===== config.mk =====
export PLATFORM = sky130hd
export DESIGN_NAME = imm_gen_pipe
export DESIGN_NICKNAME = d
export VERILOG_FILES = /design/src/rtl/imm_gen_pipe.sv
export SDC_FILE = /design/constraint.sdc
export NUM_CORES = 1
export LEC_CHECK = 0
export CORE_MARGIN = 4
export CORE_UTILIZATION = 56
export DETAILED_ROUTE_END_ITERATION = 6
export DONT_BUFFER_PORTS = 1
export PLACE_DENSITY = 0.82
export SETUP_SLACK_MARGIN = 0.2
export SLEW_MARGIN = 20
export SYNTH_ARGS = -nofsm -noshare
export SYNTH_HDL_FRONTEND = slang
export SYNTH_SLANG_ARGS = --single-unit

===== constraint.sdc =====
create_clock -name clk_i -period 2.1 [get_ports clk_i]
set_clock_uncertainty 0.1 [all_clocks]
set_input_delay 0.525 -clock clk_i [delete_from_list [all_inputs] [get_ports clk_i]]
set_output_delay 0.525 -clock clk_i [all_outputs]
set_load 0.02 [all_outputs]

===== src/rtl/imm_gen_pipe.sv =====
// RV immediate generator: decodes the instruction format from the opcode and buffers
// {imm, fmt, illegal, tag} in a 2-entry FIFO, with flush and a saturating illegal counter.
module imm_gen_pipe #(
  parameter int unsigned XLEN  = 32,
  parameter int unsigned TAG_W = 32,
  parameter int unsigned CNT_W = 8
) (
  input  logic             clk_i,
  input  logic             rst_i,
  input  logic             flush_i,
  input  logic             in_valid_i,
  output logic             in_ready_o,
  input  logic [31:0]      in_instr_i,
  input  logic [TAG_W-1:0] in_tag_i,
  output logic             out_valid_o,
  input  logic             out_ready_i,
  output logic [XLEN-1:0]  out_imm_o,
  output logic [2:0]       out_fmt_o,
  output logic             out_illegal_o,
  output logic [TAG_W-1:0] out_tag_o,
  output logic [CNT_W-1:0] err_count_o
);

  localparam logic [2:0] FmtNone  = 3'd0;
  localparam logic [2:0] FmtI     = 3'd1;
  localparam logic [2:0] FmtS     = 3'd2;
  localparam logic [2:0] FmtB     = 3'd3;
  localparam logic [2:0] FmtU     = 3'd4;
  localparam logic [2:0] FmtJ     = 3'd5;
  localparam logic [2:0] FmtShamt = 3'd6;

  localparam int unsigned EntW = XLEN + 4 + TAG_W;

  logic            s;
  logic [31:0]     raw32;
  logic [2:0]      dec_fmt;
  logic            dec_ill;
  logic [XLEN-1:0] dec_imm;

  logic [EntW-1:0]  entry_q [2];
  logic [EntW-1:0]  entry_d [2];
  logic [1:0]       count_q, count_d;
  logic [CNT_W-1:0] err_q, err_d;
  logic             push, pop, widx;

  assign s = in_instr_i[31];

  // Every format is first formed as a 32-bit value that is already sign-correct.
  always_comb begin
    raw32   = '0;
    dec_fmt = FmtNone;
    dec_ill = 1'b0;
    case (in_instr_i[6:0])
      7'b0000011, 7'b1100111: begin
        raw32   = {{20{s}}, in_instr_i[31:20]};
        dec_fmt = FmtI;
      end
      7'b0010011: begin
        if (in_instr_i[13:12] == 2'b01) begin
          raw32   = (XLEN == 64) ? {26'b0, in_instr_i[25:20]} : {27'b0, in_instr_i[24:20]};
          dec_fmt = FmtShamt;
        end else begin
          raw32   = {{20{s}}, in_instr_i[31:20]};
          dec_fmt = FmtI;
        end
      end
      7'b0100011: begin
        raw32   = {{20{s}}, in_instr_i[31:25], in_instr_i[11:7]};
        dec_fmt = FmtS;
      end
      7'b1100011: begin
        raw32   = {{20{s}}, in_instr_i[7], in_instr_i[30:25], in_instr_i[11:8], 1'b0};
        dec_fmt = FmtB;
      end
      7'b0110111, 7'b0010111: begin
        raw32   = {in_instr_i[31:12], 12'b0};
        dec_fmt = FmtU;
      end
      7'b1101111: begin
        raw32   = {{12{s}}, in_instr_i[19:12], in_instr_i[20], in_instr_i[30:21], 1'b0};
        dec_fmt = FmtJ;
      end
      7'b0110011, 7'b0001111, 7'b1110011: dec_fmt = FmtNone;
      default: dec_ill = 1'b1;
    endcase
    dec_imm = XLEN'($signed(raw32));
  end

  assign in_ready_o  = (count_q != 2'd2) && !flush_i;
  assign out_valid_o = (count_q != 2'd0);
  assign push        = in_valid_i && in_ready_o;
  assign pop         = out_valid_o && out_ready_i;
  // Only a write at count 1 without a pop lands in slot 1.
  assign widx        = pop ? 1'b0 : count_q[0];

  always_comb begin
    entry_d = entry_q;
    count_d = count_q;
    err_d   = err_q;
    if (flush_i) begin
      count_d = 2'd0;
    end else begin
      if (pop) begin
        entry_d[0] = entry_q[1];
      end
      if (push) begin
        entry_d[widx] = {dec_imm, dec_fmt, dec_ill, in_tag_i};
        if (dec_ill && (err_q != {CNT_W{1'b1}})) begin
          err_d = err_q + 1'b1;
        end
      end
      count_d = count_q + {1'b0, push} - {1'b0, pop};
    end
  end

  always_ff @(posedge clk_i) begin
    if (rst_i) begin
      entry_q[0] <= '0;
      entry_q[1] <= '0;
      count_q    <= 2'd0;
      err_q      <= '0;
    end else begin
      entry_q <= entry_d;
      count_q <= count_d;
      err_q   <= err_d;
    end
  end

  assign out_imm_o     = out_valid_o ? entry_q[0][EntW-1 -: XLEN] : '0;
  assign out_fmt_o     = out_valid_o ? entry_q[0][TAG_W+3:TAG_W+1] : '0;
  assign out_illegal_o = out_valid_o ? entry_q[0][TAG_W] : 1'b0;
  assign out_tag_o     = out_valid_o ? entry_q[0][TAG_W-1:0] : '0;
  assign err_count_o   = err_q;

endmodule


# Yosys cells after proc, flatten, opt, wreduce, memory -nomap -nowiden
# Cells that the tools add are included.
# W data, S select, Z words.
[word_totals] register_bits=146 inputBits=69 out_inout_bits=78 word_cells=54
[classes] n_addsub=3 n_lt_le_gt_ge=2 eq_ne=14 n_mux=16 n_bitwise=2 reduce_logical=13
[ops] operator="$mux W68" n=3
[ops] operator="$pmux W32 S6" n=1
[ops] operator="$bwmux W136" n=1
[ops] operator="$mux W136" n=1
[ops] operator="$mux W32" n=3
[ops] operator="$demux W68 S1" n=1
[ops] operator="$eq A7 B7 Y1 const B" n=4
[ops] operator="$eq A7 B6 Y1 const B" n=3
[ops] operator="$pmux W3 S6" n=1
[ops] operator="$eq A7 B5 Y1 const B" n=2
[ops] operator="$reduce_or A11 Y1" n=1
[ops] operator="$add A8 B1 Y8 const B" n=1
[ops] operator="$ne A8 B8 Y1 const B" n=1
[ops] operator="$eq A7 B2 Y1 const B" n=1
[ops] operator="$eq A7 B4 Y1 const B" n=1
[ops] operator="$mux W3" n=2
[ops] operator="$reduce_or A2 Y1" n=3
[ops] operator="$logic_and A1 B1 Y1" n=5
[ops] operator="$mux W1" n=3
[ops] operator="$reduce_and A3 Y1" n=1
[ops] operator="$add A2 B1 Y2" n=1
[ops] operator="$eq A2 B1 Y1 const B" n=1
[ops] operator="$ge A2 B2 Y1 const B" n=1
[ops] operator="$lt A2 B1 Y1 const B" n=1
[ops] operator="7 further kinds" n=7

# Depth between registers and ports, before layout
# Gate-level depths: netlist of the first run.
[logic_depth] ltp_word=10 ltp_mapped=10 ltp_nobuf=8

# Worst setup path before layout of the first run
# No wires, ideal clock.
[synth_timing] kind="in2reg" startpoint="in in_instr_i[6]" endpoint="reg err_q[5], in the netlist err_count_o[5]" arrival_time_ps=1982 required_time_ps=1877 slack_ps=-106 cell_stages=6 path_buffers=1 path_cell_list="buf_6 > or3b_4 > a2111oi_4 > a211oi_2 > nand4_1 > mux2_1"
[synth_via] elab_chain_cells=5
[synth_rtl] element="from (decl)" line_no="13" rtl="input logic [31:0] in_instr_i,"
[synth_rtl] element="$eq A7 B5 Y1 (tied with other cells)" line_no="53" rtl="case (in_instr_i[6:0])"
[synth_rtl] element="$reduce_or A11 Y1 (no source line) (*)"
[synth_rtl] element="$mux W1 (*)" line_no="53"
[synth_rtl] element="$logic_and A1 B1 Y1 (*)" line_no="108" rtl="if (dec_ill && (err_q != {CNT_W{1'b1}})) begin"
[synth_rtl] element="$reduce_and A3 Y1 (no source line) (*)"
[synth_rtl] element="to (signal assigned)" line_no="125" rtl="err_q <= err_d;"
[synth_rtl] element="to (decl)" line_no="43" rtl="logic [CNT_W-1:0] err_q, err_d;"
# Every way passes the cells marked *; elsewhere a longest branch is shown, timed or not.
# A chain may end at the register's enable or synchronous reset.

# Final worst setup path of the first run
[layout_timing] startpoint="reg count_q[1]" endpoint="out out_tag_o[18]"
[layout_via] elab_chain_cells=2
[layout_rtl] element="from (decl)" line_no="42" rtl="logic [1:0] count_q, count_d;"
[layout_rtl] element="from (signal assigned)" line_no="124" rtl="count_q <= count_d;"
[layout_rtl] element="$reduce_bool A2 Y1" line_no="90" rtl="assign out_valid_o = (count_q != 2'd0);"
[layout_rtl] element="$mux W32" line_no="132" rtl="assign out_tag_o = out_valid_o ? entry_q[0][TAG_W-1:0] : '0;"
[layout_rtl] element="to (decl)" line_no="20" rtl="output logic [TAG_W-1:0] out_tag_o,"
# Every way passes these cells.

==> impl_metrics.yaml, run 1 <==
yosys:
  synth_nets: 989
  yosysTopAreaCell: "dfxtp_1"
  synth_mux_area_share_pct: 1.15
  synth_edf_count: 0
  synth_fa_ha_area_share_pct: 0.539
  synth_compound_area_share_pct: 25.4
  synthFlopType: "dfxtp_1"
  synth_top_family_by_area: "simple AND/OR/NAND/NOR gates"
  synth_area_per_cell_um2: 7.60
  ys_seq_area_share_pct: 41.9
  synth_top_cell_area_share_pct: 41.9
  async_reset_ff_share_pct: 0
  ys_seq_elements: 146
  synth_xor_area_share_pct: 0.377
  synth-simple-area-share_pct: 26.0
  synth.area.top_cells: "dfxtp_1, nand2_1, a21oi_1"
  ys_warn_count: 0
  yosysUniqueCellTypes: 58
  netlist_area_mm2: 0.00697
  postSynthCellCount: 917
cts:
  cts_hold_buffers: 0
  clk_latency_ps: 420
  cts-htree-levels: 4
  clk_path_buf_depth: 2
  clk_pin_slew_ps: 60
  root_buffer: "clkbuf_16"
  numCtsBuffers: 17
  cts_tree: "built"
  numClockSinks: 146
setup_path:
  start_kind: "flip-flop"
  cp-end-kind: "primary output"
  timing.rr.start: "count_q[0]"
  critPathLaunch: "count_q[1]"
  reg2regPathDepth: 7
  crit_type: "reg -> out"
  ff2ff_setup_slack_ps: 250
  cp_slowest_stage_delay_ps: 350
  worstPathRequired_ps: 1470
  r2r-end: "err_count_o[4]"
  arrival_ps: 1390
  cp_max_fo: 14
  crit_end: "out_tag_o[18]"
  crit_chain: "nor2_4 > inv_4 > clkbuf_16 > and2_4"
  cpMaxStageDelayCell: "dfxtp_4"
sta:
  tightestPinTransition_ps: 492
  period_minus_slack_ps: 2010
  relSlewSlack_pct: 67.1
  drv_slew: 0
  fin_crit_sh_pct: 95.9
  setup_violations: 0
  rsz0062_at_grt: "yes"
  fmax_ghz: 0.497
  layout_setup_ws_ps: 87.1
  hold_viol: 0
worst_hold_path:
  hold_path_class: "in -> reg"
  min-delay-start: "rst_i"
die:
  die_x_um: 120
  initial_core_util_pct: 57.5
  dieArea_mm2: 0.0143
  core_mm2: 0.0121
  fp.dieH_um: 120
  rows: 40
  boundaryPins: 147
layout:
  finalNetCount: 983
  fillerInstances: 1020
  fin_area_mm2: 0.00821
  num_antenna_cells: 0
  area_delta_synth_final_pct: 17.8
  drive_above_1_share_pct: 19.0
grt:
  grt_antenna_before_repair: 0
  grt_pass1_vias: 6113
  grt_max_degree: 120
  track_usage_pct: 25.7
  grt_pass1_wl_mm: 30.1
  globalRouteOverflowTotal: 0
detailed_routing:
  drtPass1Iterations: 5
  avgViaCountPerCell: 5.95
  drcViolationCount: 0
  via_count: 6492
  routed_wl_mm: 18.7
  routedWlPerCell_um: 17.1
  drtIter0Drc: 639
  final_antenna_net_count: 0
power:
  power_leakage_nw: 2.87
  peakVddDrop_mv: 0.607
  power.density_mw_per_mm2: 750
place:
  gp_congestion: 0.827
  buffer_ports.inserted: 0
  dp_hpwl_mm: 11.9
  placed_area_mm2: 0.00729
  place_ws_ps: -61.9
flow_run:
  cap_violations: 0
outcome:
  status: "finished, final reports clean"
[per-layer routing]
metal  vias up  routed length, um  track usage, %  part of all wire [%]
li1       3175                  -               -                     -
met1      3036               7740            32.4                    41
met2       243               9060            41.6                    48
met3        38               1440            6.55                   7.7
met4         0                483            11.1                   2.6
met5         -                  0               0                     0
[cell families after synthesis]
family | count (synthesis)
buf+inv | 80
xor+xnor | 3
simple gates | 396
fa+ha+maj | 3
mux | 7
compound gates | 282
flops | 146
[worst max-delay path: cells and delay by family, from the launching register on]
| family | cells | cell delay (ps) |
|---|---|---|
| flops | 1 | 350 |
| simple gates | 2 | 330 |
| buf+inv | 2 | 280 |
[synthesized netlist by cell type (8+ instances only)]
library cell / count
dfxtp_1: 146
nand2_1: 224
clkbuf_1: 57
o22ai_1: 33
a31oi_1: 27
o21ai_0: 9
nor2b_1: 10
nor2_1: 58
a311oi_1: 8
a22o_1: 12
a22oi_1: 11
a21oi_1: 131
and2_1: 71
a21o_1: 8
a211oi_1: 20
[timing repair]
item                       CTS  global route
resized for setup          152            14
cloned                       1             1
setup endpoints to repair   75           121
buffers inserted             3             4
pin swaps                    3             4
[report_power, final]
| part | switching [mW] | leakage [nW] | total, mW | internal (mW) |
|---|---|---|---|---|
| Combinational | 0.302 | 1.43 | 0.507 | 0.205 |
| Sequential | 0.0429 | 1.18 | 2.87 | 2.83 |
| Clock | 1.09 | 0.259 | 2.78 | 1.68 |
[through the flow]
step | TNS, ps | cells | hold WS [ps] | power [mW] | util, %
2_1_floorplan | -55.1 | 917 | 336 | 3.29 | -
3_3_place_gp | -56.8 | 1051 | 336 | 3.35 | 60.2
3_5_place_dp | -159 | 1051 | 341 | 3.36 | 60.2
4_1_cts | 0 | 1087 | 67.1 | 6.16 | 66.9
5_1_grt | 0 | 1092 | 71.3 | 6.35 | 67.8
6_report | 0 | 1092 | 82.8 | 6.16 | 67.8
[layout make-up]
| type | count | area [um^2] | share of cell area, % |
|---|---|---|---|
| timing repair buffer | 48 | 500 | 6.09 |
| inverter | 7 | 28.8 | 0.350 |
| multi-input combinational | 691 | 4010 | 48.8 |
| clock inverter | 5 | 52.6 | 0.640 |
| clock buffer | 27 | 483 | 5.88 |
| tap | 168 | 210 | 2.56 |
| sequential | 146 | 2930 | 35.7 |
[cell usage in the layout (no fill, tap or decap), types with 6 or more instances in the layout]
master / instances
nor2_1: 55
o21ai_0: 8
a31oi_1: 27
clkbuf_1: 8
buf_12: 7
dfxtp_1: 144
nand2_1: 224
clkbuf_16: 18
a22oi_1: 11
and2_4: 68
o22ai_1: 33
a311oi_1: 8
nor2b_1: 10
a211oi_1: 20
buf_4: 36
a22o_1: 12
a21o_1: 8
nor3_1: 6
a21oi_1: 131
[worst min-delay path by stage]
stage,to,slack (ps),depth (start not counted)
after floorplan,flip-flop,340,2
after global placement,flip-flop,340,2
after detailed placement,flip-flop,340,2
after CTS,flip-flop,70,1
after global routing,flip-flop,70,1
final,flip-flop,80,1
Power figures use the tool's default switching activity.
==> inputs of run 2 (changes only) <==
--- a/config.mk
+++ b/config.mk
@@ -11,7 +11,6 @@
 export DONT_BUFFER_PORTS = 1
 export PLACE_DENSITY = 0.82
 export SETUP_SLACK_MARGIN = 0.2
-export SLEW_MARGIN = 20
 export SYNTH_ARGS = -nofsm -noshare
 export SYNTH_HDL_FRONTEND = slang
 export SYNTH_SLANG_ARGS = --single-unit
==> results of run 2 <==
The final DEF is identical to that of run 1; final timing and power are the same.
==> inputs of run 3 (changes only) <==
--- a/config.mk
+++ b/config.mk
@@ -5,11 +5,13 @@
 export SDC_FILE = /design/constraint.sdc
 export NUM_CORES = 1
 export LEC_CHECK = 0
+export ABC_CLOCK_PERIOD_IN_PS = 2000
 export CORE_MARGIN = 4
 export CORE_UTILIZATION = 56
 export DETAILED_ROUTE_END_ITERATION = 6
 export DONT_BUFFER_PORTS = 1
-export PLACE_DENSITY = 0.82
+export GPL_TIMING_DRIVEN = 0
+export PLACE_DENSITY = 0.79
 export SETUP_SLACK_MARGIN = 0.2
 export SYNTH_ARGS = -nofsm -noshare
 export SYNTH_HDL_FRONTEND = slang
==> constraint.sdc (replaced) <==
create_clock -name clk_i -period 2 [get_ports clk_i]
set_clock_uncertainty 0.1 [all_clocks]
set_input_delay 0.5 -clock clk_i [delete_from_list [all_inputs] [get_ports clk_i]]
set_output_delay 0.5 -clock clk_i [all_outputs]
set_load 0.02 [all_outputs]
==> run 3 against run 2 <==
Effect of this change: the flow now finishes with violations (negative setup slack); global-route usage up 3.9 points; cell count up 5.8%; largest cell class unchanged; critical path depth up 1; largest power group is now clock; critical endpoint is now out_tag_o[12]; clock power up 14%; core utilization up 7.9 points; die area unchanged; combinational power up 61%; sequential power up 6%; total power up 14%.
==> impl_metrics.yaml, run 3 (same netlist as run 1, synthesis figures left out) <==
outcome:
  status: "finished, violations left"
  violations: "negative setup slack"
grt:
  grt_max_degree: 17
  globalRouteOverflowTotal: 0
  track_usage_pct: 29.6
  grt_pass1_vias: 6480
  grt_antenna_before_repair: 0
  grt_pass1_wl_mm: 33.8
layout:
  fin_util_pct: 75.7
  area_delta_synth_final_pct: 31.6
  num_antenna_cells: 0
  finalNetCount: 1047
  drive_above_1_share_pct: 28.0
  final_cell_mix: "nand2_1, dfxtp_1, a21oi_1"
  finalNonFillerCells: 1155
  layout_commonest_cell: "nand2_1"
place:
  dp_cells: 1085
  dp_hpwl_mm: 14.5
  gp_congestion: 0.877
  buffer_ports.inserted: 0
setup_path:
  path_delay_family: "buffers and inverters"
  crit_chain: "nor2_4 > inv_4 > buf_8 > clkbuf_16 > and2_4"
  ff2ff_setup_slack_ps: -70
  critPathLaunch: "count_q[0]"
  crit_end: "out_tag_o[12]"
  cpMaxStageDelayCell: "dfxtp_4"
  cp_slowest_stage_delay_ps: 380
  reg2regPathDepth: 9
  r2r-end: "err_count_o[6]"
  worstPathRequired_ps: 1400
  cp_num_buf_inv: 3
  path_depth: 5
  cp_max_fo: 6
  cp-end-kind: "primary output"
  timing.rr.start: "count_q[0]"
  crit_type: "reg -> out"
  arrival_ps: 1560
  start_kind: "flip-flop"
sta:
  period_minus_slack_ps: 2160
  hold_viol: 0
  fin_crit_sh_pct: 108
  fmax_ghz: 0.462
  rsz0062_at_grt: "yes"
  layout_setup_ws_ps: -165
  drv_slew: 0
  relSlewSlack_pct: 35.9
  tightestPinTransition_ps: 961
  setup_violations: 71
  finalSetupTns_ps: -7570
detailed_routing:
  drtIter0Drc: 874
  drtPass1Iterations: 5
  routedWlPerCell_um: 21.5
  drcViolationCount: 0
  via_count: 7399
  routed_wl_mm: 24.9
  avgViaCountPerCell: 6.41
  final_antenna_net_count: 0
die:
  core_mm2: 0.0121
  die_x_um: 120
  boundaryPins: 147
  fp.dieH_um: 120
  dieArea_mm2: 0.0143
  rows: 40
  initial_core_util_pct: 57.5
cts:
  clk_pin_slew_ps: 70
  cts-htree-levels: 4
  root_buffer: "clkbuf_16"
  numClockSinks: 146
  clk_path_buf_depth: 2
  numCtsBuffers: 17
  clk_latency_ps: 430
  cts_tree: "built"
flow_run:
  cap_violations: 0
power:
  power.density_mw_per_mm2: 766
  peakVddDrop_mv: 0.542
  power_leakage_nw: 3.24
worst_hold_path:
  hold_path_class: "in -> reg"
-- run 3: worst min-delay path by stage --
| stage | from | to | cells after the start |
|---|---|---|---|
| floorplan | flip-flop | flip-flop | 2 |
| global placement | flip-flop | flip-flop | 2 |
| detailed placement | flip-flop | flip-flop | 2 |
| CTS | in_instr_i[25] | entry_q[109] | 1 |
| global route | in_instr_i[27] | entry_q[111] | 1 |
| finish | in_instr_i[30] | entry_q[114] | 1 |
-- run 3: power by group --
part | switching [mW] | internal (mW)
clock network | 1.22 | 1.96
registers | 0.0544 | 2.97
logic | 0.492 | 0.327
-- run 3: layout make-up --
class	count	area [um^2]
buffer	73	669
clock buffer	27	503
clock inverter	4	72.6
fill	854	2940
inverter	7	28.8
multi-input combinational	691	4360
sequential	146	2940
tap	168	210
timing repair buffer	39	388
-- run 3: per-layer routing --
metal,GRT usage [%],part of all wire (%),up-vias
met5,0,0,-
met4,13.1,5.0,0
met3,9.28,10,118
met2,45.6,47,487
met1,38.2,38,3477
li1,-,-,3317
-- run 3: timing repair --
item,CTS,global route
resized for setup,224,185
setup endpoints to repair,214,210
buffers inserted,17,15
cloned,2,5
hold buffers,0,0
pin swaps,17,31
-- run 3: through the flow --
step                hold WS, ps  instance area [um^2]  setup slack, ps  power (mW)
floorplan                   336                  7080            -95.6        3.46
global placement            342                  7290             -297        3.60
detailed placement          347                  7290             -355        3.61
CTS                        73.9                  8480            -88.1        6.81
global route               69.3                  9170             -177        7.20
finish                     82.3                  9170             -165        7.02
